[src/rtl/psram_pkg.sv]
// Shared constants and FSM encoding for the PSRAM line-fetch path.
package psram_pkg;

  localparam int PSRAM_AW             = 23;
  localparam int DATA_W               = 16;
  localparam int LINE_IDX_W           = 9;
  localparam int BRAM_AW              = LINE_IDX_W + 1;
  localparam int DEF_BURST_LEN        = 128;
  localparam int DEF_BURSTS_PER_LINE  = 4;
  localparam int DEF_CYC_PER_WORD     = 2;
  localparam int DEF_TIMEOUT          = 255;

  // Line bases are aligned to 128 words regardless of burst length.
  localparam logic [PSRAM_AW-1:0] LINE_BASE_MASK = 23'h7FFF80;

  typedef enum logic [2:0] {
    ST_IDLE,
    ST_ISSUE,
    ST_WAIT_BEGIN,
    ST_WAIT_DATA,
    ST_STREAM,
    ST_NEXT,
    ST_ERR
  } fetch_state_t;

  // Counter width that stays legal (>= 1 bit) for a count of one.
  function automatic int cnt_width(input int n);
    return (n > 1) ? $clog2(n) : 1;
  endfunction

endpackage

[src/rtl/wait_timer.sv]
// Modulo counter with clear and enable; flags when the count equals TERMINAL.
module wait_timer #(
  parameter int WIDTH    = 8,
  parameter int MODULUS  = 256,
  parameter int TERMINAL = 255
) (
  input  logic clk,
  input  logic srst,
  input  logic clear,
  input  logic enable,
  output logic at_terminal
);

  logic [WIDTH-1:0] count_reg;

  always_ff @(posedge clk) begin
    if (srst || clear) begin
      count_reg <= '0;
    end else if (enable) begin
      count_reg <= (count_reg == WIDTH'(MODULUS - 1)) ? '0 : count_reg + 1'b1;
    end
  end

  assign at_terminal = (count_reg == WIDTH'(TERMINAL));

endmodule

[src/rtl/line_fetch_ctrl.sv]
// Fetches one 512-word line from PSRAM as a series of burst reads and
// streams the words into one half of a ping-pong BRAM.
module line_fetch_ctrl
  import psram_pkg::*;
#(
  parameter int BURST_LEN       = DEF_BURST_LEN,
  parameter int BURSTS_PER_LINE = DEF_BURSTS_PER_LINE,
  parameter int CYC_PER_WORD    = DEF_CYC_PER_WORD,
  parameter int TIMEOUT         = DEF_TIMEOUT
) (
  input  logic                  app_clk,
  input  logic                  clr,
  input  logic                  line_req,
  input  logic [PSRAM_AW-1:0]   line_base,
  input  logic                  buf_sel,
  output logic                  busy,
  output logic                  line_done,
  output logic                  fetch_err,
  input  logic                  app_ctrlr_good,
  input  logic                  app_op_begun,
  input  logic                  app_data_ok,
  input  logic [DATA_W-1:0]     app_data_out,
  output logic [PSRAM_AW-1:0]   app_addr,
  output logic                  app_rd,
  output logic                  app_burst_op,
  output logic [BRAM_AW-1:0]    bram_addr,
  output logic [DATA_W-1:0]     bram_din,
  output logic                  bram_we
);

  localparam int BURST_W = cnt_width(BURSTS_PER_LINE);
  localparam int BEAT_W  = $clog2(BURST_LEN + 1);
  localparam int TMO_W   = $clog2(TIMEOUT + 1);
  localparam int DIV_W   = cnt_width(CYC_PER_WORD);

  fetch_state_t              state_reg, state_next;
  logic [PSRAM_AW-1:0]       base_reg, base_next;
  logic                      buf_reg, buf_next;
  logic [BURST_W-1:0]        burst_reg, burst_next;
  logic [LINE_IDX_W-1:0]     idx_reg, idx_next;
  logic [BEAT_W-1:0]         beat_reg, beat_next;

  logic waiting;
  logic tmo_clear;
  logic tmo_expired;
  logic word_strobe;
  logic stream_end;

  always_ff @(posedge app_clk) begin
    if (clr) begin
      state_reg <= ST_IDLE;
      base_reg  <= '0;
      buf_reg   <= 1'b0;
      burst_reg <= '0;
      idx_reg   <= '0;
      beat_reg  <= '0;
    end else begin
      state_reg <= state_next;
      base_reg  <= base_next;
      buf_reg   <= buf_next;
      burst_reg <= burst_next;
      idx_reg   <= idx_next;
      beat_reg  <= beat_next;
    end
  end

  // The wait counter restarts on every entry into a wait state.
  assign waiting   = (state_reg == ST_WAIT_BEGIN) || (state_reg == ST_WAIT_DATA);
  assign tmo_clear = !waiting || (state_next != state_reg);

  wait_timer #(
    .WIDTH    (TMO_W),
    .MODULUS  (TIMEOUT),
    .TERMINAL (TIMEOUT - 1)
  ) u_tmo_timer (
    .clk         (app_clk),
    .srst        (clr),
    .clear       (tmo_clear),
    .enable      (waiting),
    .at_terminal (tmo_expired)
  );

  // Phase 0 of the word divider is the capture slot; it starts at 0 on STREAM entry.
  wait_timer #(
    .WIDTH    (DIV_W),
    .MODULUS  (CYC_PER_WORD),
    .TERMINAL (0)
  ) u_word_div (
    .clk         (app_clk),
    .srst        (clr),
    .clear       (state_reg != ST_STREAM),
    .enable      (1'b1),
    .at_terminal (word_strobe)
  );

  // CYC_PER_WORD is 1 or 2: at one cycle per word the last capture closes the
  // burst, at two the filler cycle after the last capture does.
  always_comb begin
    if (CYC_PER_WORD == 1) begin
      stream_end = word_strobe && (beat_reg == BEAT_W'(BURST_LEN - 1));
    end else begin
      stream_end = !word_strobe && (beat_reg == BEAT_W'(BURST_LEN));
    end
  end

  always_comb begin
    state_next   = state_reg;
    base_next    = base_reg;
    buf_next     = buf_reg;
    burst_next   = burst_reg;
    idx_next     = idx_reg;
    beat_next    = beat_reg;
    busy         = (state_reg != ST_IDLE);
    line_done    = 1'b0;
    fetch_err    = 1'b0;
    app_rd       = 1'b0;
    app_burst_op = 1'b0;
    bram_we      = 1'b0;

    case (state_reg)
      ST_IDLE: begin
        if (line_req && app_ctrlr_good) begin
          base_next  = line_base & LINE_BASE_MASK;
          buf_next   = buf_sel;
          burst_next = '0;
          idx_next   = '0;
          beat_next  = '0;
          state_next = ST_ISSUE;
        end
      end
      ST_ISSUE: begin
        app_rd     = 1'b1;
        state_next = app_op_begun ? ST_WAIT_DATA : ST_WAIT_BEGIN;
      end
      ST_WAIT_BEGIN: begin
        app_rd = 1'b1;
        if (app_op_begun) begin
          state_next = ST_WAIT_DATA;
        end else if (tmo_expired) begin
          state_next = ST_ERR;
        end
      end
      ST_WAIT_DATA: begin
        if (app_data_ok) begin
          state_next = ST_STREAM;
        end else if (tmo_expired) begin
          state_next = ST_ERR;
        end
      end
      ST_STREAM: begin
        app_burst_op = 1'b1;
        if (word_strobe) begin
          bram_we   = 1'b1;
          idx_next  = idx_reg + 1'b1;
          beat_next = beat_reg + 1'b1;
        end
        if (stream_end) begin
          state_next = ST_NEXT;
        end
      end
      ST_NEXT: begin
        if (burst_reg == BURST_W'(BURSTS_PER_LINE - 1)) begin
          line_done  = 1'b1;
          state_next = ST_IDLE;
        end else begin
          burst_next = burst_reg + 1'b1;
          beat_next  = '0;
          state_next = ST_ISSUE;
        end
      end
      ST_ERR: begin
        fetch_err = 1'b1;
      end
      default: begin
        state_next = ST_IDLE;
      end
    endcase
  end

  assign app_addr  = base_reg + (PSRAM_AW'(burst_reg) * PSRAM_AW'(BURST_LEN));
  assign bram_addr = {buf_reg, idx_reg};
  assign bram_din  = bram_we ? app_data_out : '0;

endmodule

[config.mk]
export PLATFORM = sky130hd
export DESIGN_NAME = line_fetch_ctrl
export DESIGN_NICKNAME = d
export VERILOG_FILES = /design/src/rtl/psram_pkg.sv /design/src/rtl/wait_timer.sv /design/src/rtl/line_fetch_ctrl.sv
export SDC_FILE = /design/constraint.sdc
export NUM_CORES = 1
export LEC_CHECK = 0
export BUFFER_PORTS_ARGS = -buffer_cell sky130_fd_sc_hd__buf_2
export CORE_UTILIZATION = 42
export DETAILED_ROUTE_END_ITERATION = 7
export GPL_ROUTABILITY_DRIVEN = 1
export PLACE_DENSITY = 0.73
export SLEW_MARGIN = 20
export SYNTH_ARGS = -nofsm -noshare
export SYNTH_HDL_FRONTEND = slang
export SYNTH_SLANG_ARGS = --single-unit
[constraint.sdc]
create_clock -name app_clk -period 1.87 [get_ports app_clk]
set_input_delay 0.187 -clock app_clk [delete_from_list [all_inputs] [get_ports app_clk]]
set_output_delay 0.187 -clock app_clk [all_outputs]
set_load 0.01 [all_outputs]
== After elaboration in Yosys (flattened, before gate mapping) ==
Index checks and enable logic that the tools add are counted.
W data, S select, Z words.

* Bitwise logic cells: 0
* Reductions and logical operators: 18
* Multiplexer cells: 27
* $lt $le $gt $ge: 0
* Add/sub/neg operators: 6
* Multipliers: 0
* Div/mod/pow operators: 0
* Equal/unequal tests: 14
* Shifts and indexed selects: 0

{| class="wikitable"
|+ Operator list
! cell !! number
|-
| $mux W8 || 4
|-
| $pmux W8 S3 || 1
|-
| $add A23 B9 Y23 || 1
|-
| $pmux W3 S7 || 1
|-
| $mux W9 || 2
|-
| $pmux W9 S2 || 1
|-
| $add A8 B1 Y8 const B || 2
|-
| $eq A8 B8 Y1 const B || 2
|-
| $mux W16 || 1
|-
| $mux W3 || 5
|-
| $add A9 B1 Y9 const B || 1
|-
| $eq A3 B3 Y1 const B || 3
|-
| $mux W1 || 9
|-
| $eq A3 B2 Y1 const B || 2
|-
| $ne A2 B2 Y1 const B || 3
|-
| $reduce_and A3 Y1 || 2
|-
| $reduce_bool A3 Y1 || 2
|-
| $logic_or A1 B1 Y1 || 4
|-
| $mux W2 || 2
|-
| $pmux W2 S2 || 1
|-
| $reduce_and A4 Y1 || 1
|-
| $reduce_bool A2 Y1 || 2
|-
| $reduce_or A2 Y1 || 2
|-
| $eq A3 B1 Y1 const B || 1
|-
| other kinds (9) || 10
|}

* Logic and storage cells: 73
* Bits in latches: 0
* Output and inout port bits: 55
* Register bits after elaboration: 48
* Memories kept: 0
* Bits of input ports: 46
* ROM bits: 0
* Memory bits (writable): 0

== Depth between registers and ports, before layout ==
Gate-level depths: netlist of the first run.

* Word-level depth: 7
* Gate-level depth with buffers: 9
* Gate-level depth less buffers: 7

== Hierarchy ==
From an unflattened synthesis of the first run, not the netlist that was laid out.

* Cells, all modules: 342
* Area, all modules: 2,866.5 sq um

{| class="wikitable"
|+ Modules (own cells, without submodules)
! module !! cells each !! instances !! sequential area each (sq um) !! area an instance (sq um)
|-
| line_fetch_ctrl || 296 || 1 || 780.7 || 2,454.9
|-
| wait_timer at u_tmo_timer || 42 || 1 || 160.2 || 369.1
|-
| wait_timer at u_word_div || 4 || 1 || 20.0 || 42.5
|}

== Least setup slack after synthesis of the first run ==
No wires, ideal clock.

* Path kind: register -> output
* Start point: register state_reg[0]
* End point: output bram_din[10]
* Arrival time: 1.553 ns
* Cell stages (with the launch flop): 8
* Path slack: 0.130 ns
* Path through: dfxtp_1 or3b_1 inv_2 nand2b_1 buf_6 clkinv_2 clkbuf_1 and2_1

* Cells in the longest elaborated chain, start to end: 3

{| class="wikitable"
|+ Ends and longest elaborated chain
! what !! RTL line !! text
|-
| start, declared || line_fetch_ctrl.sv:36 || <nowiki>fetch_state_t state_reg, state_next;</nowiki>
|-
| start signal, assigned || line_fetch_ctrl.sv:58 || <nowiki>state_reg <= state_next;</nowiki>
|-
| $eq A3 B3 Y1 || line_fetch_ctrl.sv:120 || <nowiki>case (state_reg)</nowiki>
|-
| $mux W1 || line_fetch_ctrl.sv:120 ||
|-
| via bram_we || line_fetch_ctrl.sv:28 || <nowiki>output logic bram_we</nowiki>
|-
| $mux W16 || line_fetch_ctrl.sv:182 || <nowiki>assign bram_din = bram_we ? app_data_out : '0;</nowiki>
|-
| end, declared || line_fetch_ctrl.sv:27 || <nowiki>output logic [DATA_W-1:0] bram_din,</nowiki>
|}

The timed path passes the listed nets, and every way through them passes these cells.

== Worst setup path after layout of the first run ==
* Start point: register base_reg[7]
* End point: output app_addr[11]

* Cells in the longest elaborated chain, start to end: 1

{| class="wikitable"
|+ Ends and longest elaborated chain
! what !! RTL line !! text
|-
| start, declared || line_fetch_ctrl.sv:37 || <nowiki>logic [PSRAM_AW-1:0] base_reg, base_next;</nowiki>
|-
| start signal, assigned || line_fetch_ctrl.sv:59 || <nowiki>base_reg <= base_next;</nowiki>
|-
| $add A23 B9 Y23 || line_fetch_ctrl.sv:180 || <nowiki>assign app_addr = base_reg + (PSRAM_AW'(burst_reg) * PSRAM_AW'(BURST_LEN));</nowiki>
|-
| end, declared || line_fetch_ctrl.sv:23 || <nowiki>output logic [PSRAM_AW-1:0] app_addr,</nowiki>
|}

Every way passes these cells.

==> reports/metrics.yaml, run 1 <==
timing:
  min_period_ns: 1.95
  finalHoldViolations: 0
  finClkSkew_ns: 0.0109
  fmax_ghz: 0.512
  rsz0062_at_grt: "true"
  worst_slack_ns: -0.0835
  finalSetupViolations: 10
  slew_viol_final: 0
  fin_crit_sh: 1.04
critical_path:
  ff2ff_setup_slack_ns: 0.10
  start_kind: "flip-flop"
  crit_slowest_cell: "fa_2"
  critPathCapture: "app_addr[11]"
  cp_cell_sequence: "ha_4, inv_2, fa_2, buf_6, nor2b_4, xor2_1, buf_2"
  path_depth: 7
  worstSetupPathType: "reg -> out"
  r2r-end: "beat_reg[6]"
  ff2ff_path_depth: 8
  cp-startpoint: "base_reg[7]"
  critPathMaxFanout: 3
  crit_buf_inv: 3
  crit_required_ns: 1.68
  arrival_ns: 1.77
  endpoint_kind: "primary output"
  r2r_start: "burst_reg[0]"
  critPathMaxStageDelay_ns: 0.38
  cpLargestDelayFamily: "adder cells"
floorplan:
  num_rows: 28
  dieWidth_um: 81.6
  die_area_um2: 6660
  die_y_um: 81.6
  start_util: 0.442
  coreArea_um2: 6030
  io_pins: 101
synthesis:
  yosysSeqAreaShare: 0.361
  yosysWarnings: 0
  synth_top_area_frac: 0.361
  synth-edff-count: 0
  ys_top_cells_by_area: "dfxtp_1 36%, nand2_1 7.6%, xnor2_1 6.3%, a21oi_1 5.5%, xor2_1 4.3%"
  avgSynthCellArea_um2: 8.14
  ys_types: 50
  synth_flop_cell: "dfxtp_1"
  ys_async_sr_fraction: 0
  syn-cell-area_um2: 2660
  synth_top_area_cell: "dfxtp_1"
  synth_seq_cells: 48
  syn-instance-count: 327
layout:
  mostFrequentLayoutCell: "buf_2"
  largest_reg_flops: 16
  multiInputGateArea_um2: 1630
  final_cell_mix: "86 x buf_2, 52 x nand2_1, 40 x dfxtp_1"
  area_growth_pct: 29.4
  layout.nets: 478
  utilization: 0.572
  fillers: 538
  register_area_um2: 973
  diodes: 0
  drive_above_1_share: 0.354
clock_network:
  hold_buffers: 0
  cts-buffers-inserted: 5
  clk_path_buf_depth: 2
  clkTransAtPathRegs_ns: 0.09
  htreeDepth: 2
  clk_latency_ns: 0.31
  cts.sinks: 48
  root_buffer: "clkbuf_8"
  cts_tree: "built"
min_path:
  min_path_type: "in -> reg"
  hp-start: "line_base[14]"
placement:
  io_buffers: 86
  routabilityCongestion: 0.792
  post-place-ws_ns: 0.0834
  dp_hpwl_mm: 4.31
routing:
  route.detailed.drc: 0
  viasPerCell: 5.06
  wl_per_cell_um: 12.3
  via_count: 2527
  wl_mm: 6.15
  final_antenna_net_count: 0
  drt_first_iter_violations: 87
  first_pass_iters: 4
global_routing:
  grtUsageTotal: 0.182
  antenna_found_initial: 0
  grt_overflow: 0
  grt_pass1_wl_mm: 9.37
  grt_max_degree: 26
  grt_pass1_vias: 2213
power:
  powerDensity_nw_per_um2: 617
  p_leak_nw: 1.53
  p_sw_frac: 0.258
  irDropWorstVdd_mv: 0.457
  seq_power_share: 0.505
  p_int_mw: 1.58
  clockPowerShare: 0.360
  p_switching_mw: 0.549
  power_frac_comb: 0.135
job:
  maxCapViolCount: 0
run_status:
  outcome: "complete, but fails checks"
  violations: "negative setup slack"
-- cells by family after synthesis --
kind of cell,synth area share
other,0.00141
xor gates and xnor gates,0.105
buffers and inverters,0.0663
adders and majority gates,0.0451
DFF,0.361
and+or+nand+nor,0.311
AOI/OAI and AO/OA,0.106
muxes,0.00376
-- layout make-up --
type / instances / area share
Tap cell: 75 / 0.0272
Clock buffer: 5 / 0.0200
Inverter: 10 / 0.0124
Multi-Input combinational cell: 252 / 0.472
Timing Repair inverter: 2 / 0.00291
Timing Repair Buffer: 104 / 0.169
Clock inverter: 3 / 0.0138
Sequential cell: 48 / 0.283
-- worst min-delay path by stage --
| stage | end | slack, ns | depth (start not counted) |
|---|---|---|---|
| 2_1_floorplan | buf_reg | 0.32 | 2 |
| 5_1_grt | base_reg[21] | 0.1 | 3 |
| 6_report | base_reg[14] | 0.11 | 3 |
| 3_3_place_gp | base_reg[14] | 0.43 | 3 |
| 4_1_cts | base_reg[21] | 0.10 | 3 |
| 3_5_place_dp | base_reg[14] | 0.44 | 3 |
-- Yosys cell counts (all sizes together), types with 2 or more instances --
master   count
dfxtp       48
a311oi       2
nor4         2
a21o         2
nand2b       5
nand3       11
and4         2
and3         5
inv          9
nor3b        2
a211oi       2
a21oi       29
nor2        29
and2        18
xnor2       19
nand4        6
nor3        16
o21ai        2
ha           8
xor2        13
clkbuf       9
nand2       54
buf         14
nand4bb      2
-- power by group through the flow --
stage / registers (mW) / logic, mW / clock network [mW]
global route: 1.08 / 0.316 / 0.831
global placement: 1.09 / 0.274 / 0
detailed placement: 1.10 / 0.279 / 0
finish: 1.07 / 0.287 / 0.764
CTS: 1.07 / 0.282 / 0.790
floorplan: 1.09 / 0.178 / 0
-- layer usage --
metal | vias to the layer above | GRT usage | wire length (um)
met5 | - | 0 | 0
met4 | 0 | 0.0649 | 102
met3 | 8 | 0.0367 | 329
met2 | 75 | 0.313 | 2920
met1 | 1172 | 0.223 | 2800
li1 | 1272 | - | -
-- per-stage QoR --
step	hold WS [ns]	power [mW]	cells	area, um^2	TNS (ns)
CTS	0.102	2.15	496	3390	-0.581
global placement	0.427	1.37	485	3190	0
global route	0.0961	2.23	499	3440	-1.66
finish	0.109	2.13	499	3440	-0.411
detailed placement	0.438	1.38	485	3190	0
floorplan	0.323	1.27	333	2680	0
-- what timing repair did --
action	CTS	global route
endpoints found under the setup margin	29	34
setup buffers	2	2
resized for setup	20	12
cloned	1	1
pin swaps	5	6
-- tightest hold or removal path, stage by stage --
cell,delay [ns]
buf_2,0.09
nand2_1,0.04
a21oi_1,0.05
Note: power is estimated with default switching activity, not from simulation.
==> run 2, diff against run 1 <==
--- a/config.mk
+++ b/config.mk
@@ -9,6 +9,7 @@
 export CORE_UTILIZATION = 42
 export DETAILED_ROUTE_END_ITERATION = 7
 export GPL_ROUTABILITY_DRIVEN = 1
+export HOLD_SLACK_MARGIN = 0.12
 export PLACE_DENSITY = 0.73
 export SLEW_MARGIN = 20
 export SYNTH_ARGS = -nofsm -noshare
==> run 2 against run 1 <==
  * Clock power grew 0.5%
  * Flip-flop and latch count is the same
  * The flow still finishes with violations (negative setup slack)
  * Final cell count grew 1.8%
  * Critical path depth is the same
  * Combinational power grew 5%
  * Design area grew 2.8%
  * Setup slack lost 0.0035 ns
  * Worst hold slack gained 0.014 ns
  * Clock-buffer cell count is the same
  * Routed wire length grew 2.8%
  * Largest cell class unchanged
  * Maximum frequency shrank 0.18%
  * Die area is the same
==> reports/metrics.yaml, run 2 (synthesis results as in run 1) <==
clock_network:
  clkTransAtPathRegs_ns: 0.09  # about the same
  clk_latency_ns: 0.31  # about the same
  clk_path_buf_depth: 2  # unchanged
  htreeDepth: 2  # unchanged
  cts.sinks: 48  # unchanged
  cts_tree: "built"  # unchanged
  cts-buffers-inserted: 5  # unchanged
  root_buffer: "clkbuf_8"  # unchanged
critical_path:
  ff2ff_setup_slack_ns: 0.11  # was 0.10 ns
  crit_required_ns: 1.68  # about the same
  arrival_ns: 1.77  # about the same
  r2r-end: "beat_reg[6]"  # unchanged
  worstSetupPathType: "reg -> out"  # unchanged
  start_kind: "flip-flop"  # unchanged
  r2r_start: "burst_reg[0]"  # unchanged
  critPathMaxFanout: 3  # unchanged
  endpoint_kind: "primary output"  # unchanged
  ff2ff_path_depth: 8  # unchanged
placement:
  dp_hpwl_mm: 4.31  # unchanged
  placed_cell_area_um2: 3190  # unchanged
  place_inst: 485  # unchanged
  routabilityCongestion: 0.792  # unchanged
  io_buffers: 86  # unchanged
  post-place-ws_ns: 0.0834  # unchanged
global_routing:
  grt_overflow: 0  # unchanged
  busiest_layer: "met2"  # unchanged
  grtUsageTotal: 0.187  # was 0.182
  grt_use_met1: 0.225  # was 0.223
  grt_max_degree: 26  # unchanged
  met3_usage: 0.0378  # was 0.0367
  grt_pass1_wl_mm: 9.66  # was 9.37 mm
  antenna_found_initial: 0  # unchanged
  grt_pass1_vias: 2301  # was 2213
  grt_use_met2: 0.327  # was 0.313
floorplan:
  dieWidth_um: 81.6  # unchanged
  num_rows: 28  # unchanged
  die_y_um: 81.6  # unchanged
  die_area_um2: 6660  # unchanged
  io_pins: 101  # unchanged
  start_util: 0.442  # unchanged
  coreArea_um2: 6030  # unchanged
power:
  p_sw_frac: 0.259  # was 0.258
  irDropWorstVdd_mv: 0.463  # was 0.457 mV
  seq_power_share: 0.501  # was 0.505
  power_frac_comb: 0.141  # was 0.135
  powerDensity_nw_per_um2: 606  # was 617 nW/um^2
  p_int_mw: 1.59  # was 1.58 mW
  power_mw: 2.15  # was 2.13 mW
  clockPowerShare: 0.358  # was 0.360
  p_leak_nw: 1.56  # was 1.53 nW
  p_switching_mw: 0.555  # was 0.549 mW
timing:
  slew_viol_final: 0  # unchanged
  finalSetupViolations: 7  # was 10
  fmax_ghz: 0.511  # was 0.512 GHz
  min_period_ns: 1.96  # was 1.95 ns
  fin_crit_sh: 1.05  # was 1.04
  worst_slack_ns: -0.0871  # was -0.0835 ns
  finalHoldViolations: 0  # unchanged
  rsz0062_at_grt: "true"  # unchanged
  finClkSkew_ns: 0.00992  # was 0.0109 ns
min_path:
  hp-start: "buf_sel"  # was line_base[14]
  hold_end: "buf_reg"  # was base_reg[14]
  min_path_type: "in -> reg"  # unchanged
  worstHoldPathCells: 3  # unchanged
routing:
  wl_mm: 6.33  # was 6.15 mm
  route.detailed.drc: 0  # unchanged
  wl_per_cell_um: 12.5  # was 12.3 um
  final_antenna_net_count: 0  # unchanged
  first_pass_iters: 4  # unchanged
  drt_first_iter_violations: 96  # was 87
  via_count: 2554  # was 2527
  viasPerCell: 5.03  # was 5.06
layout:
  finalNonFillerCells: 508  # was 499
  final_cell_mix: "86 x buf_2, 53 x nand2_1, 39 x dfxtp_1"  # was 86 x buf_2, 52 x nand2_1, 40 x dfxtp_1
  drive_above_1_share: 0.344  # was 0.354
  diodes: 0  # unchanged
  area_growth_pct: 33.0  # was 29.4%
  utilization: 0.587  # was 0.572
  layout.nets: 487  # was 478
  largest_reg_flops: 16  # unchanged
  final_area_um2: 3540  # was 3440 um^2
  mostFrequentLayoutCell: "buf_2"  # unchanged
run_status:
  violations: "negative setup slack"  # unchanged
  outcome: "complete, but fails checks"  # unchanged
job:
  maxCapViolCount: 0  # unchanged
## run 2: cell count changes in the layout (fill, tap and decap cells not counted)
cell,delta
dlygate4sd3_1,+10
buf_4,-2
buf_6,+1
dfxtp_1,-1
dfxtp_2,+1
nand2_1,+1
nand2_2,-1
## run 2: metal layers
layer  vias to the layer above  share of wire
met5                         -              0
met4                         0          0.019
met3                        10          0.055
met2                        78           0.48
met1                      1180           0.45
li1                       1286              -
## run 2: critical path: stages (launching register included)
cell	delay, ns
dfxtp_2	0.36
ha_4	0.14
inv_2	0.03
fa_2	0.38
buf_6	0.14
nor2b_4	0.10
xor2_1	0.16
buf_2	0.15
## run 2: power groups by stage
stage | combinational (mW) | clock [mW] | sequential, mW
2_1_floorplan | 0.178 | 0 | 1.09
3_3_place_gp | 0.274 | 0 | 1.09
3_5_place_dp | 0.279 | 0 | 1.10
4_1_cts | 0.296 | 0.790 | 1.07
5_1_grt | 0.333 | 0.830 | 1.08
6_report | 0.302 | 0.768 | 1.08
## run 2: how the worst max path moves through the flow
stage / startpoint / to / slack (ns) / depth (start not counted)
after global placement: base_reg[7] / app_addr[17] / 0.09 / 7
after detailed placement: base_reg[7] / app_addr[17] / 0.08 / 7
after floorplan: state_reg[0] / bram_din[10] / 0.13 / 7
after global routing: base_reg[9] / app_addr[19] / -0.18 / 7
after CTS: burst_reg[0] / app_addr[11] / -0.10 / 7
final: burst_reg[0] / app_addr[11] / -0.09 / 7
## run 2: repair_timing
item,in CTS,in global routing
hold buffers,9,1
endpoints found under the setup margin,29,34
gates resized for setup,20,13
buffers inserted,2,1
gates cloned,1,1
endpoints found under the hold margin,9,1
pin swaps,5,5
## run 2: layout make-up
type	count	area, um^2
tap	75	93.8
fill	516	2490
timing repair buffer	113	678
clock buffer	5	68.8
inverter	10	42.5
clock inverter	3	47.5
sequential	48	975
timing repair inverter	2	10.0
multi-input combinational	252	1620
## run 2: through the flow
stage | setup TNS [ns] | hold slack, ns
finish | -0.409 | 0.123
global route | -1.51 | 0.125
CTS | -0.581 | 0.121
detailed placement | 0 | 0.438
global placement | 0 | 0.427
floorplan | 0 | 0.323
